[src/rtl/exec_controller_pkg.sv]
// Shared definitions for the execution controller: debug command codes,
// FSM state encoding and a small state-decode helper.
package exec_controller_pkg;

    // Command codes presented on i_cmd by the debug unit.
    typedef enum logic [1:0] {
        CMD_NOP   = 2'b00,
        CMD_RUN   = 2'b01,
        CMD_STEP  = 2'b10,
        CMD_ABORT = 2'b11
    } cmd_e;

    // Controller states. DONE is terminal until reset.
    typedef enum logic [1:0] {
        IDLE = 2'b00,
        RUN  = 2'b01,
        STEP = 2'b10,
        DONE = 2'b11
    } state_e;

    // The pipeline is enabled exactly while executing (RUN or STEP).
    function automatic logic state_is_busy(state_e s);
        return (s == RUN) || (s == STEP);
    endfunction

endpackage

[src/rtl/exec_controller_sat.sv]
// Saturating up-counter: synchronous clear, increment enable, holds at all-ones.
module sat_counter #(
    parameter int NBITS = 32
) (
    input  logic             i_clk,
    input  logic             i_clr,
    input  logic             i_inc,
    output logic [NBITS-1:0] o_count
);

    logic [NBITS-1:0] count_q;
    logic [NBITS-1:0] count_d;

    // Next value: clear dominates, otherwise step unless already saturated.
    always_comb begin
        count_d = count_q;
        if (i_clr) begin
            count_d = '0;
        end else if (i_inc && (count_q != {NBITS{1'b1}})) begin
            count_d = count_q + 1'b1;
        end
    end

    // Counter register.
    always_ff @(posedge i_clk) begin
        count_q <= count_d;
    end

    assign o_count = count_q;

endmodule

[src/rtl/exec_controller.sv]
// Execution controller: turns debug RUN/STEP/ABORT commands into the global
// pipeline enable, stops on a retired HALT and counts enabled cycles.
module exec_controller
    import exec_controller_pkg::*;
#(
    parameter int NBITS = 32
) (
    input  logic             i_clk,
    input  logic             i_reset,
    input  logic             i_cmd_valid,
    input  logic [1:0]       i_cmd,
    output logic             o_cmd_ready,
    input  logic             i_halt_wb,
    output logic             o_enable,
    output logic             o_step_done,
    output logic             o_halted,
    output logic             o_busy,
    output logic [NBITS-1:0] o_cycles
);

    state_e state_q, state_d;
    logic   enable_q;
    logic   step_done_q;
    logic   halted_q;

    logic   cmd_ready;
    logic   cmd_acc;
    cmd_e   cmd;
    logic   halt_seen;

    // A STEP occupies the pipeline for one cycle and takes no commands then.
    assign cmd_ready = (state_q != STEP);
    assign cmd_acc   = i_cmd_valid && cmd_ready;
    assign cmd       = cmd_e'(i_cmd);
    // HALT is only meaningful while the pipeline is actually advancing.
    assign halt_seen = i_halt_wb && enable_q;

    // Next-state logic; HALT has priority over ABORT in RUN.
    always_comb begin
        state_d = state_q;
        unique case (state_q)
            IDLE: begin
                if (cmd_acc) begin
                    if (cmd == CMD_RUN) begin
                        state_d = RUN;
                    end else if (cmd == CMD_STEP) begin
                        state_d = STEP;
                    end
                end
            end
            RUN: begin
                if (halt_seen) begin
                    state_d = DONE;
                end else if (cmd_acc && (cmd == CMD_ABORT)) begin
                    state_d = IDLE;
                end
            end
            STEP: begin
                state_d = halt_seen ? DONE : IDLE;
            end
            DONE: begin
                state_d = DONE;
            end
            default: begin
                state_d = IDLE;
            end
        endcase
    end

    // State and output registers; outputs are derived from the next state so
    // they line up with the state they describe.
    always_ff @(posedge i_clk) begin
        if (i_reset) begin
            state_q     <= IDLE;
            enable_q    <= 1'b0;
            step_done_q <= 1'b0;
            halted_q    <= 1'b0;
        end else begin
            state_q     <= state_d;
            enable_q    <= state_is_busy(state_d);
            step_done_q <= (state_q == STEP);
            halted_q    <= (state_d == DONE);
        end
    end

    // Enabled-cycle counter; reset is its only clear.
    sat_counter #(
        .NBITS (NBITS)
    ) u_cycles (
        .i_clk   (i_clk),
        .i_clr   (i_reset),
        .i_inc   (enable_q),
        .o_count (o_cycles)
    );

    assign o_cmd_ready = cmd_ready;
    assign o_enable    = enable_q;
    assign o_step_done = step_done_q;
    assign o_halted    = halted_q;
    assign o_busy      = state_is_busy(state_q);

endmodule

[config.mk]
export PLATFORM = sky130hd
export DESIGN_NAME = exec_controller
export DESIGN_NICKNAME = d
export VERILOG_FILES = /design/src/rtl/exec_controller_pkg.sv /design/src/rtl/exec_controller_sat.sv /design/src/rtl/exec_controller.sv
export SDC_FILE = /design/constraint.sdc
export NUM_CORES = 1
export LEC_CHECK = 0
export CORE_UTILIZATION = 35
export CTS_CLUSTER_DIAMETER = 30
export DETAILED_ROUTE_END_ITERATION = 8
export SLEW_MARGIN = 20
export SYNTH_ARGS = -nofsm -noshare
export SYNTH_HDL_FRONTEND = slang
export SYNTH_SLANG_ARGS = --single-unit
[constraint.sdc]
create_clock -name i_clk -period 6.3 [get_ports i_clk]
set_input_delay 1.26 -clock i_clk [delete_from_list [all_inputs] [get_ports i_clk]]
set_output_delay 1.26 -clock i_clk [all_outputs]
set_load 0.03 [all_outputs]
Word-level counts from Yosys, hierarchy flattened --
Index checks and enable logic that the tools add are counted. W data, S select, Z words.
Storage, ports and cells: bits in registers 37, output and inout port bits 37, input port bits 6
Cells by class: $add $sub $neg 1, equal/unequal tests 11, reduce and logical (&&, ||, !) cells 7, mux-type cells 7
Operators with widths (number):
- $add A32 B1 Y32 const B | 1
- $ne A32 B32 Y1 const B | 1
- $eq A2 B2 Y1 const B | 6
- $mux W2 | 6
- $pmux W2 S4 | 1
- $eq A2 B1 Y1 const B | 3
- $logic_and A1 B1 Y1 | 4
- $logic_not A2 Y1 | 1
- $logic_or A1 B1 Y1 | 2
- $ne A2 B2 Y1 const B | 1

Logic depth before layout (Yosys ltp) --
word-level depth 8, gate-level depth with buffers 8

Hierarchy --
From an unflattened synthesis, not the netlist that was laid out.
Second synthesis, totals: cell total of the unflattened synthesis 232, area total of the unflattened synthesis 1998.2 um^2
Modules (own cells, without submodules):
- sat_counter | instances 1, area each 1674.1 um^2, cells an instance 199
- exec_controller | instances 1, area each 324.1 um^2, cells an instance 33

Worst setup path after synthesis --
No wires, ideal clock.
kind input to register, from input i_cmd[1], to register enable_q, in the netlist o_enable, setup slack 3957 ps, stages 6, path buffers 0, arrival time 2215 ps, data required time 6172 ps, cell sequence nand4b_1 > and3_1 > nor4_1 > a31oi_1 > ha_1 > nor2b_1
On the way: word-level cells in the longest chain between the ends 7, elaborated cells on any way between the ends 13, classes of those cells eq/ne: 5; mux: 6; reduce/logical: 2
RTL lines:
- start, declared | line exec_controller.sv:11 | input logic [1:0] i_cmd,
- $eq A2 B2 Y1 (on tied branches) | line exec_controller.sv:46, exec_controller.sv:54
- $mux W2 or $logic_and A1 B1 Y1 (tied branches) | line exec_controller.sv:46, exec_controller.sv:54
- $mux W2 (on tied branches) | line exec_controller.sv:44, exec_controller.sv:54
- $mux W2 (on tied branches) | line exec_controller.sv:43, exec_controller.sv:52
- $pmux W2 S4 (*) | line exec_controller.sv:41 | unique case (state_q)
- net state_d[0] | line exec_controller.sv:21 | state_e state_q, state_d;
- $eq A2 B1 Y1 or $eq A2 B2 Y1 (tied branches) | line exec_controller_pkg.sv:23 | return (s == RUN) || (s == STEP);
- $logic_or A1 B1 Y1 (*) | line exec_controller_pkg.sv:23
- end signal, assigned | line exec_controller.sv:80 | enable_q <= state_is_busy(state_d);
- end, declared | line exec_controller.sv:22 | logic enable_q;
The timed path passes the listed nets; every way through them passes the cells marked *. A chain may end at the register's enable or synchronous reset.

Worst setup path after layout --
from register state_q[0], to output o_cmd_ready
On the way: word-level cells in the longest chain between the ends 1
RTL lines:
- start, declared | line exec_controller.sv:21
- start signal, assigned | line exec_controller.sv:79 | state_q <= state_d;
- $ne A2 B2 Y1 | line exec_controller.sv:32 | assign cmd_ready = (state_q != STEP);
- end, declared | line exec_controller.sv:12 | output logic o_cmd_ready,
Every way passes these cells.

==> flow_summary.rst <==
.. list-table::
   :header-rows: 1

   * - Metric
     - Value
   * - Fmax
     - roughly 320 MHz
   * - Post-route total power
     - 0.0006731 W
   * - Most used flip-flop cell after synthesis
     - sky130_fd_sc_hd__dfxtp_1
   * - Wire length of the first global-routing pass
     - 7728 um
   * - Crit path max-delay family
     - buffers and inverters
   * - Most numerous cell on the critical path
     - sky130_fd_sc_hd__inv_1
   * - Hold Crit Start
     - u_cycles.o_count[31]
   * - Setup fix buffers added after clock tree synthesis
     - 0
   * - Finished Cell Area
     - 2550 sq um
   * - Headroom to the max-slew limit
     - 30.00%
   * - Cell area after technology mapping
     - 1946 sq um
   * - Area of the multi-input gates
     - 1119 sq um
   * - Horizontal extent of the die
     - 76.56 um
   * - Kind of end point of the critical path
     - primary output
   * - Worst min-delay path class
     - register to register
   * - Number of nets in the layout
     - between 200 and 300
   * - Placed cell areas
     - 2416 sq um
   * - R2r setup slk
     - between 3000 and 4000 ps
   * - Final worst path period need
     - 3097 ps
   * - Syn Inst Count
     - 238
   * - Class of the most critical setup path
     - register to primary output
   * - Final-report setup violation count
     - 0
   * - Total I/O pin count
     - 43
   * - Slew @ Worst Pin
     - 1040 ps
   * - WP data required
     - just over 5000 ps
   * - EDFF count, synth
     - 0
   * - Number of buffers created by CTS
     - 5
   * - Setup repair after global routing missed its margin
     - no
   * - Final slew viol count
     - 0
   * - Master of the slowest instance on the critical path
     - sky130_fd_sc_hd__clkdlybuf4s50_1
   * - Category of the worst setup path launch point
     - register
   * - Core area
     - between 5000 and 6000 sq um
   * - Vert. Die Dim
     - 76.56 um
   * - Worst reg2reg path startpoint
     - u_cycles.o_count[26]
   * - Max H-tree Level
     - 2
   * - Maximum number of pins on one net before global-route repair
     - 42
   * - Number of nets with antenna violations after routing
     - 0
   * - GRT Residual Overflow
     - 0
   * - Register area share after synthesis
     - between 30% and 40%
   * - Area delta synth->final
     - 31.06%
   * - Arr. time, crit path
     - between 1500 and 2000 ps
   * - Total nets after synthesis
     - 250
   * - Total of warnings raised by yosys
     - 0
   * - Netlist cell types
     - 39
   * - Post-cts sizing count
     - 0
   * - Static Leak
     - 0.8237 nW
   * - Run status
     - complete, no violations
   * - Vias after detailed routing
     - 1881
   * - Share of synthesized flip-flops with an asynchronous set or reset
     - 0%
   * - Initial antenna violation count
     - 0
   * - Setup ws final
     - 3203 ps
   * - Cell row count
     - 26
   * - Clock Sinks
     - 37
   * - Final Hold Vio Count
     - 0
   * - Number of cells on the worst hold path
     - 2
   * - Reg area
     - between 700 and 800 sq um
   * - Routed wire length
     - 4638 um
   * - Final Instance Count excl. Fillers
     - 349
   * - Die Area
     - about 5900 sq um
   * - Ant diodes
     - 0
   * - GRT Total Usage
     - 16.30%
   * - Number of buffers and inverters on the critical path
     - 3
   * - Total Negative Setup Slacks
     - 0 ps
   * - Power density relative to cell area
     - 264.0 nW/um^2
   * - Max-cap check violation count
     - 0
   * - Instance count after placement with tap cells included
     - approximately 340
   * - Final routed DRC violation total
     - 0
   * - Proportion of layout cells with a drive suffix above 1
     - between 5 and 6%
   * - Commonest cells after routing, fill and taps aside
     - 42 x sky130_fd_sc_hd__clkdlybuf4s50_1, 37 x sky130_fd_sc_hd__dfxtp_1, 34 x sky130_fd_sc_hd__nor2_1
   * - Clock root cell
     - sky130_fd_sc_hd__clkbuf_8
   * - Synthesis-stage register bit count
     - 37
   * - Latest clock arrival within the worst-skew pair
     - 290 ps
   * - Crit path largest cell delay
     - 670 ps
   * - Peak supply drop
     - 0.1372 mV
   * - Via count of the first global-routing pass
     - 1637
   * - Pre-CTS worst setup slack
     - around 3400 ps
   * - Via-per-instance ratio
     - ~5.4
   * - CTS tree
     - built
   * - Count of hold-fix buffers inserted at cts
     - 0
   * - Length in cells of the worst reg-to-reg path
     - 5
   * - Final Cycle Share
     - a little under 50%
   * - HPWL after DPL
     - 3228 um
   * - Most common cell after layout, fill and taps aside
     - sky130_fd_sc_hd__clkdlybuf4s50_1
   * - Pre-antenna DRT Iters
     - 4
   * - Filler Cell Count
     - 515
   * - Final weighted congestion in routability-driven placement
     - a little under 0.8
   * - 1st-iter DRT viols
     - about 130
   * - Cells along the critical path
     - inv_1, ha_1, inv_1, clkdlybuf4s50_1
   * - Post-synthesis average cell area
     - 8.175 sq um
   * - Initial standard-cell utilization of the core
     - 37.15%
   * - Buffers from clock root to sink, at most
     - 2
   * - Number of buffers inserted by port buffering
     - 42
   * - Worst clock skew on the final layout
     - 2.260 ps
   * - Hold Path End
     - u_cycles.o_count[31]
   * - Clock-pin slew on the worst setup and hold paths
     - about 70 ps
   * - Endpoint of the worst-slack reg-to-reg timing path
     - u_cycles.o_count[19]
   * - CP Max Fanout
     - 6
   * - Routed len/inst
     - 13.29 um
[kinds of logic (layout without fill, tap and decap cells)]
family / count (synthesis) / in the layout / synth area share [%]
XOR/XNOR: 16 / 16 / 7.202
buffers and inverters: 21 / 62 / 4.437
adder cells (fa/ha/maj): 6 / 6 / 3.858
flip-flops: 37 / 37 / 38.07
AO/OA/AOI/OAI: 43 / 43 / 13.89
AND/OR/NAND/NOR: 112 / 112 / 30.87
multiplexers: 3 / 3 / 1.672
[sequential cells by signal, summed over array words and instances (netlist names)]
| register | count |
|---|---|
| o_step_done | 1 |
| o_enable | 1 |
| o_halted | 1 |
| state_q | 2 |
| u_cycles.o_count | 32 |
[worst max-delay path by stage]
stage / startpoint / end / slack [ps] / depth (start not counted)
2_1_floorplan: i_cmd[1] / o_enable / 3960 / 6
3_3_place_gp: i_cmd[1] / o_enable / 3380 / 7
3_5_place_dp: i_cmd[1] / o_enable / 3360 / 7
4_1_cts: state_q[0] / o_cmd_ready / 3190 / 4
5_1_grt: state_q[0] / o_cmd_ready / 3110 / 4
6_report: state_q[0] / o_cmd_ready / 3200 / 4
[synth_stat cells, drive strengths merged, types with 7 or more instances]
cell     n  area (sq um)
a21oi   11         55.05
nand2   13         48.80
xor2    10         87.58
inv     10         37.54
clkbuf   8         30.03
nand4   12         90.09
nor2    34         127.6
nor4     7         43.79
dfxtp   37         740.7
or3      7         43.79
o21ai   13         65.06
nand3   10         50.05
or4      9         71.32
[final cells by class]
class / instances / share of cell area, %
Clock buffer: 5 / 2.699
Tap cell: 70 / 3.435
Timing Repair Buffer: 43 / 16.78
Clock inverter: 3 / 2.552
Sequential cell: 37 / 29.05
Multi-Input combinational cell: 180 / 43.87
Inverter: 11 / 1.619
[routing by layer]
metal  routed length (um)  GRT usage, %  share of wire [%]  vias to the layer above
met2                 2108         25.23                 45                       55
met5                    0             0                  0                        -
met3                  273         4.311                5.9                        7
li1                     -             -                  -                      942
met4                   59         6.346                1.3                        0
met1                 2195         21.50                 47                      877
[power by group]
part	switching, W	internal [W]	leakage, nW	total, W
sequential	0.0000204	0.000249	0.299	0.000269
clock	0.0000862	0.000157	0.0681	0.000243
combinational	0.0000885	0.0000720	0.457	0.000161
[worst reg2reg max path, delay by kind of cell, from the launching register on]
family           cells  cell delay [ps]
AO/OA/AOI/OAI        3             1130
AND/OR/NAND/NOR      2             1080
flip-flops           1              430
[stage by stage]
step	hold slack (ps)	util [%]
2_1_floorplan	621.4	-
4_1_cts	511.8	48.69
5_1_grt	544.2	48.69
3_5_place_dp	503.3	46.13
3_3_place_gp	484.7	46.13
6_report	505.2	48.69
Note: power is estimated with default switching activity, not from simulation.
